### src/rtl/bsearch_pkg.sv
// Shared types and defaults for the round-robin binary-search arbiter.
// Imported by the interface, the datapath core and the arbiter top.
package bsearch_pkg;

  localparam int DEF_W    = 8;
  localparam int DEF_NREQ = 4;

  typedef enum logic [1:0] {
    S_IDLE,
    S_SEARCH,
    S_DONE
  } state_e;

  function automatic int id_w(input int n);
    return (n <= 2) ? 1 : $clog2(n);
  endfunction

endpackage

### src/rtl/bsearch_if.sv
// Request/response bundle between value sources, the arbiter
// and the downstream consumer.
interface bsearch_if
  import bsearch_pkg::*;
#(
  parameter int NREQ = DEF_NREQ,
  parameter int W    = DEF_W
) ();
  localparam int IDW = id_w(NREQ);

  logic [NREQ-1:0]   req;
  logic [NREQ*W-1:0] v_in;
  logic [NREQ-1:0]   ack;
  logic              busy;
  logic [W-1:0]      ans;
  logic [IDW-1:0]    ans_id;
  logic              ans_valid;

  modport master (
    output req, v_in,
    input  ack, busy, ans, ans_id, ans_valid
  );

  modport slave (
    input  req, v_in,
    output ack, busy, ans, ans_id, ans_valid
  );

endinterface

### src/rtl/bsearch_core.sv
// Successive-approximation datapath: W compare/halve steps on [b, e).
// The value is captured on start and ignored afterwards.
module bsearch_core
  import bsearch_pkg::*;
#(
  parameter int W = DEF_W
) (
  input  logic         clk,
  input  logic         rst,
  input  logic         i_start,
  input  logic [W-1:0] i_value,
  output logic         o_busy,
  output logic         o_done,
  output logic [W-1:0] o_result
);
  localparam int CW = $clog2(W + 1);
  localparam logic [W:0] TOP = {1'b1, {W{1'b0}}};

  logic [W:0]    r_b;
  logic [W:0]    r_e;
  logic [W:0]    r_val;
  logic [CW-1:0] r_cnt;
  logic          r_busy;
  logic [W:0]    w_m;
  logic          w_last;

  // b+e < 2^(W+1) always, so the W+1 bit sum cannot wrap
  assign w_m    = (r_b + r_e) >> 1;
  assign w_last = (r_cnt == CW'(W - 1));

  always_ff @(posedge clk) begin
    if (rst) begin
      r_b    <= '0;
      r_e    <= TOP;
      r_val  <= '0;
      r_cnt  <= '0;
      r_busy <= 1'b0;
    end else if (i_start) begin
      r_b    <= '0;
      r_e    <= TOP;
      r_val  <= {1'b0, i_value};
      r_cnt  <= '0;
      r_busy <= 1'b1;
    end else if (r_busy) begin
      if (r_val >= w_m) r_b <= w_m;
      else              r_e <= w_m;
      r_cnt <= r_cnt + CW'(1);
      if (w_last) r_busy <= 1'b0;
    end
  end

  assign o_busy   = r_busy;
  assign o_done   = r_busy & w_last;
  assign o_result = r_b[W-1:0];

endmodule

### src/rtl/bsearch_arbiter.sv
// Round-robin front end time-sharing one bsearch_core among NREQ
// requesters; returns each converged result tagged with its id.
module bsearch_arbiter
  import bsearch_pkg::*;
#(
  parameter int NREQ = DEF_NREQ,
  parameter int W    = DEF_W
) (
  input  logic     clk,
  input  logic     rst,
  bsearch_if.slave bus
);
  localparam int IDW = id_w(NREQ);

  state_e          r_state;
  state_e          w_nxt;
  logic [IDW-1:0]  r_ptr;
  logic [IDW-1:0]  r_id;
  logic [NREQ-1:0] r_ack;
  logic [W-1:0]    r_ans;
  logic [IDW-1:0]  r_ans_id;
  logic            r_ans_valid;

  logic            w_gnt_vld;
  logic [IDW-1:0]  w_gnt;
  logic [IDW-1:0]  w_ptr_nxt;
  logic [NREQ-1:0] w_onehot;
  logic [W-1:0]    w_val;
  logic            w_start;
  logic            w_core_busy;
  logic            w_done;
  logic [W-1:0]    w_result;

  // first set request at or after the pointer, wrapping
  always_comb begin
    w_gnt_vld = 1'b0;
    w_gnt     = '0;
    for (int k = 0; k < NREQ; k++) begin
      if (!w_gnt_vld &&
          bus.req[IDW'((int'(r_ptr) + k) % NREQ)]) begin
        w_gnt_vld = 1'b1;
        w_gnt     = IDW'((int'(r_ptr) + k) % NREQ);
      end
    end
  end

  assign w_ptr_nxt = (w_gnt == IDW'(NREQ - 1)) ?
                     '0 : w_gnt + IDW'(1);
  assign w_onehot  = NREQ'(1) << w_gnt;
  assign w_val     = bus.v_in[int'(w_gnt)*W +: W];

  always_comb begin
    w_nxt   = r_state;
    w_start = 1'b0;
    unique case (r_state)
      S_IDLE: begin
        if (w_gnt_vld) begin
          w_nxt   = S_SEARCH;
          w_start = 1'b1;
        end
      end
      S_SEARCH: if (w_done) w_nxt = S_DONE;
      S_DONE:   w_nxt = S_IDLE;
      default:  w_nxt = S_IDLE;
    endcase
  end

  always_ff @(posedge clk) begin
    if (rst) begin
      r_state     <= S_IDLE;
      r_ptr       <= '0;
      r_id        <= '0;
      r_ack       <= '0;
      r_ans       <= '0;
      r_ans_id    <= '0;
      r_ans_valid <= 1'b0;
    end else begin
      r_state     <= w_nxt;
      r_ack       <= '0;
      r_ans_valid <= 1'b0;
      if (w_start) begin
        r_ack <= w_onehot;
        r_id  <= w_gnt;
        r_ptr <= w_ptr_nxt;
      end
      if (r_state == S_DONE) begin
        r_ans       <= w_result;
        r_ans_id    <= r_id;
        r_ans_valid <= 1'b1;
      end
    end
  end

  bsearch_core #(.W(W)) u_core (
    .clk      (clk),
    .rst      (rst),
    .i_start  (w_start),
    .i_value  (w_val),
    .o_busy   (w_core_busy),
    .o_done   (w_done),
    .o_result (w_result)
  );

  assign bus.busy      = w_core_busy | (r_state == S_DONE);
  assign bus.ack       = r_ack;
  assign bus.ans       = r_ans;
  assign bus.ans_id    = r_ans_id;
  assign bus.ans_valid = r_ans_valid;

endmodule
### src/flat_wrapper.sv
// flat-port wrapper written by rule: the top's interface ports become plain ports
module bsearch_arbiter_flat import bsearch_pkg::*;
#(
  parameter int NREQ = DEF_NREQ,
  parameter int W    = DEF_W
)
  (clk, rst, bus_req, bus_v_in, bus_ack, bus_busy, bus_ans, bus_ans_id, bus_ans_valid);
  bsearch_if #(.NREQ(NREQ), .W(W)) bus_i ();
  input  logic clk;
  input  logic rst;
  input wire logic [$bits(bus_i.req)-1:0] bus_req;
  input wire logic [$bits(bus_i.v_in)-1:0] bus_v_in;
  output wire logic [$bits(bus_i.ack)-1:0] bus_ack;
  output wire logic [$bits(bus_i.busy)-1:0] bus_busy;
  output wire logic [$bits(bus_i.ans)-1:0] bus_ans;
  output wire logic [$bits(bus_i.ans_id)-1:0] bus_ans_id;
  output wire logic [$bits(bus_i.ans_valid)-1:0] bus_ans_valid;
  assign bus_i.req = bus_req;
  assign bus_i.v_in = bus_v_in;
  assign bus_ack = bus_i.ack;
  assign bus_busy = bus_i.busy;
  assign bus_ans = bus_i.ans;
  assign bus_ans_id = bus_i.ans_id;
  assign bus_ans_valid = bus_i.ans_valid;
  bsearch_arbiter #(.NREQ(NREQ), .W(W)) u_core (.clk(clk), .rst(rst), .bus(bus_i));
endmodule
### config.mk
export PLATFORM = sky130hd
export DESIGN_NAME = bsearch_arbiter_flat
export DESIGN_NICKNAME = d
export VERILOG_FILES = /design/src/rtl/bsearch_pkg.sv /design/src/rtl/bsearch_if.sv /design/src/rtl/bsearch_core.sv /design/src/rtl/bsearch_arbiter.sv /design/src/flat_wrapper.sv
export SDC_FILE = /design/constraint.sdc
export NUM_CORES = 1
export LEC_CHECK = 0
export CAP_MARGIN = 5
export CORE_AREA = 2 2 76 78
export DETAILED_ROUTE_END_ITERATION = 10
export DIE_AREA = 0 0 78 80
export PLACE_DENSITY_LB_ADDON = 0.08
export SKIP_LAST_GASP = 1
export SYNTH_ARGS = -nofsm -noshare
export SYNTH_HDL_FRONTEND = slang
export SYNTH_SLANG_ARGS = --single-unit
### constraint.sdc
create_clock -name clk -period 4 [get_ports clk]
set_input_delay 0.4 -clock clk [delete_from_list [all_inputs] [get_ports clk]]
set_output_delay 0.4 -clock clk [all_outputs]
set_load 0.02 [all_outputs]
==> impl_metrics.tcl, run 1 <==
set metrics [dict create \
    status "finished clean" \
    gp_congestion 0.8092 \
    min_period_ns 3.750 \
    clk_latency_ns 0.30 \
    grt_usage 0.1886 \
    ant_nets 0 \
    ys_seq_area_frac 0.3745 \
    synth_ff_type "dfxtp_1" \
    synth_nets 353 \
    avgViaCountPerCell 5.223 \
    fill_cells 469 \
    synth_top_cell_by_area "dfxtp_1" \
    multiInputGateArea_um2 1575 \
    row_count 27 \
    ctsLongestPathBuffers 2 \
    synth_edf_count 0 \
    drive_gt1_frac 0.04928 \
    initial_core_util 0.5044 \
    ys_async_sr_fraction 0 \
    wl_per_cell_um 13.07 \
    drc 0 \
    grt_pass1_wl_mm 9.473 \
    ys_types 50 \
    num_antenna_cells 0 \
    dr.pass1.iters 4 \
    die_width_um 78 \
    cts_tree "done" \
    grt_pass1_vias 2084 \
    io_pins 54 \
    dieArea_um2 6240 \
    fmax_mhz 266.6 \
    antenna_found_initial 0 \
    criticalPathCategory "reg -> reg" \
    area_growth_pct 24.23 \
    critPathMaxFanout 12 \
    clockRootBuffer "clkbuf_8" \
    startpoint_type "flop" \
    portBuffers 53 \
    yosys-top-cells-area "dfxtp_1, mux2i_1, ha_1" \
    setup_viol 0 \
    wl_mm 5.449 \
    stdcell_count 417 \
    drv_slew 0 \
    cts_setup_buffers 0 \
    ir_drop_v 0.0002298 \
    grt_max_degree 23 \
    cts_htree_levels 2 \
    worstMarginPinSlew_ns 0.7646 \
    crit_path_end_kind "flop" \
    required_ns 4.16 \
    min_period_over_period 0.9376 \
    vias 2178 \
    hold_class "reg -> reg" \
    cts_buffers 5 \
    cap_violations 0 \
    die_h_um 80 \
    core_area_um2 5405 \
    clock_sinks 51 \
    holdWs_ns 0.4559 \
    path_clk_slew_ns 0.09 \
    arrival_ns 3.91 \
    syn_area_per_cell_um2 9.149 \
    grt.overflow.total 0 \
    ys_warn_count 0 \
    dpl.cell_count 410 \
    p_per_area_nw_per_um2 351.4 \
    skew_ns 0.006210 \
    drtIter0Drc 64 \
    syn-cell-area_um2 2726 \
    finalHoldViolCount 0 \
    dp_hpwl_mm 4.032 \
    synth.ff_latch_count 51 \
    nNetsFinal 400 \
    max-slew-margin-rel 0.4887 \
    p_leak_nw 1.340 \
    seq_area_um2 1021 \
    netlist_instances 298 \
    synth_top_area_share 0.3745 \
]
## power by group
| group | total, W | switching [W] | internal, W |
|---|---|---|---|
| clock | 0.000347 | 0.000164 | 0.000183 |
| sequential | 0.000558 | 0.0000238 | 0.000534 |
| combinational | 0.000285 | 0.000142 | 0.000143 |
## critical path: stages (launching register included)
cell and delay (ns):
dfxtp_1 0.35, and2_1 0.17, fa_1 0.39, a21o_1 0.20, a221oi_1 0.45, xnor2_1 0.23, inv_1 0.08, ha_1 0.29
a211oi_1 0.39, nand3_1 0.19, o31ai_4 0.55, mux2i_1 0.26, nor2_1 0.07
## state kept, by name, summed over array words and instances, names as in the netlist, 2 cells and up, named ones only
name                 cells
u_core.r_id              2
u_core.u_core.r_cnt      4
u_core.r_state           2
u_core.u_core.r_b        8
u_core.bus.ans_id        2
u_core.bus.ack           4
u_core.bus.ans           8
u_core.u_core.r_val      8
u_core.u_core.r_e        9
## cells in the mapped netlist, drive strengths merged (2+ instances only)
master and instances:
inv 13, nand3b 3, o21ai 7, xor2 3, nor2 37, nand2b 4
nor4 3, a22o 9, buf 8, nand4 3, and2 2, clkbuf 7
a21o 2, ha 16, mux2i 39, xnor2 6, a211oi 8, and3 3
nand3 2, nor3 4, a21oi 22, nand2 29, dfxtp 51
## metal layers
layer / wire length, µm / GRT usage / part of all wire / vias to the layer above
met5: 0 / 0 / 0 / -
met4: 59 / 0.05789 / 0.011 / 0
met3: 180 / 0.03394 / 0.033 / 6
met2: 2541 / 0.3198 / 0.47 / 41
met1: 2668 / 0.2447 / 0.49 / 986
li1: - / - / - / 1145
## worst paths after layout
kind	from	to	slack, ns	cells past startpoint
worst min-delay path	u_core.bus.ans[7]	u_core.bus.ans[7]	0.46	2
worst max-delay path	u_core.u_core.r_b[0]	u_core.u_core.r_e[0]	0.25	12
worst max register to register	u_core.u_core.r_b[0]	u_core.u_core.r_e[0]	0.25	12
worst min register to register	u_core.bus.ans[7]	u_core.bus.ans[7]	0.46	2
## area by class of cell
cell class	instances	share of cell area
inverters	13	0.01441
well taps	72	0.02660
multi-input cells	219	0.4651
clock inverters	2	0.01108
clock buffers	5	0.02032
repair buffers	55	0.1611
flip-flops and latches	51	0.3014
## repair_timing
item                       in CTS  in global routing
setup endpoints to repair       0                  9
hold buffers                    0                  0
gates resized for setup         0                  1
## through the flow
step	total power, W	setup TNS (ns)	util	cell area, µm²	setup WS (ns)
global route	0.001256	-0.01245	0.6266	3387	-0.004558
floorplan	0.0007817	0	-	2726	0.7514
detailed placement	0.0008519	0	0.6053	3272	0.08737
global placement	0.0008490	0	0.6053	3272	0.1830
finish	0.001190	0	0.6266	3387	0.2496
CTS	0.001199	0	0.6250	3378	0.003457
## cells in the final DEF, fill, tap and decap left out, types with 2 or more instances in the layout
| cell | n |
|---|---|
| nand2_1 | 29 |
| inv_1 | 13 |
| o21ai_1 | 2 |
| a22o_1 | 9 |
| dfxtp_1 | 51 |
| mux2i_1 | 39 |
| xnor2_1 | 6 |
| a21oi_1 | 20 |
| ha_1 | 16 |
| and2_1 | 2 |
| a211oi_1 | 7 |
| nand3b_1 | 3 |
| clkdlybuf4s50_1 | 53 |
| a21o_1 | 2 |
| nand2b_1 | 4 |
| nor2_1 | 37 |
| nor4_1 | 3 |
| nor3_1 | 3 |
| nand3_1 | 2 |
| clkbuf_8 | 5 |
| xor2_1 | 3 |
| nand4_1 | 3 |
| o21ai_0 | 5 |
| buf_4 | 2 |
| and3_1 | 2 |
## cells by family after synthesis
kind of cell | share of synthesized area
adders and majority gates | 0.08077
DFF | 0.3745
buffers and inverters | 0.05094
AOI/OAI and AO/OA | 0.1570
xor gates and xnor gates | 0.02891
muxes | 0.1432
and+or+nand+nor | 0.1648
(Power assumes the default switching activity.)
==> run 2: changes to the inputs <==
Settings changed: TNS_END_PERCENT set to 100.
==> results of run 2 <==
No change in the layout: final DEF, timing and power equal those of run 1.
==> run 3: changes to the inputs <==
Settings changed: SKIP_CTS_REPAIR_TIMING set to 1.
==> results of run 3 <==
No change in the layout: final DEF, timing and power equal those of run 1.
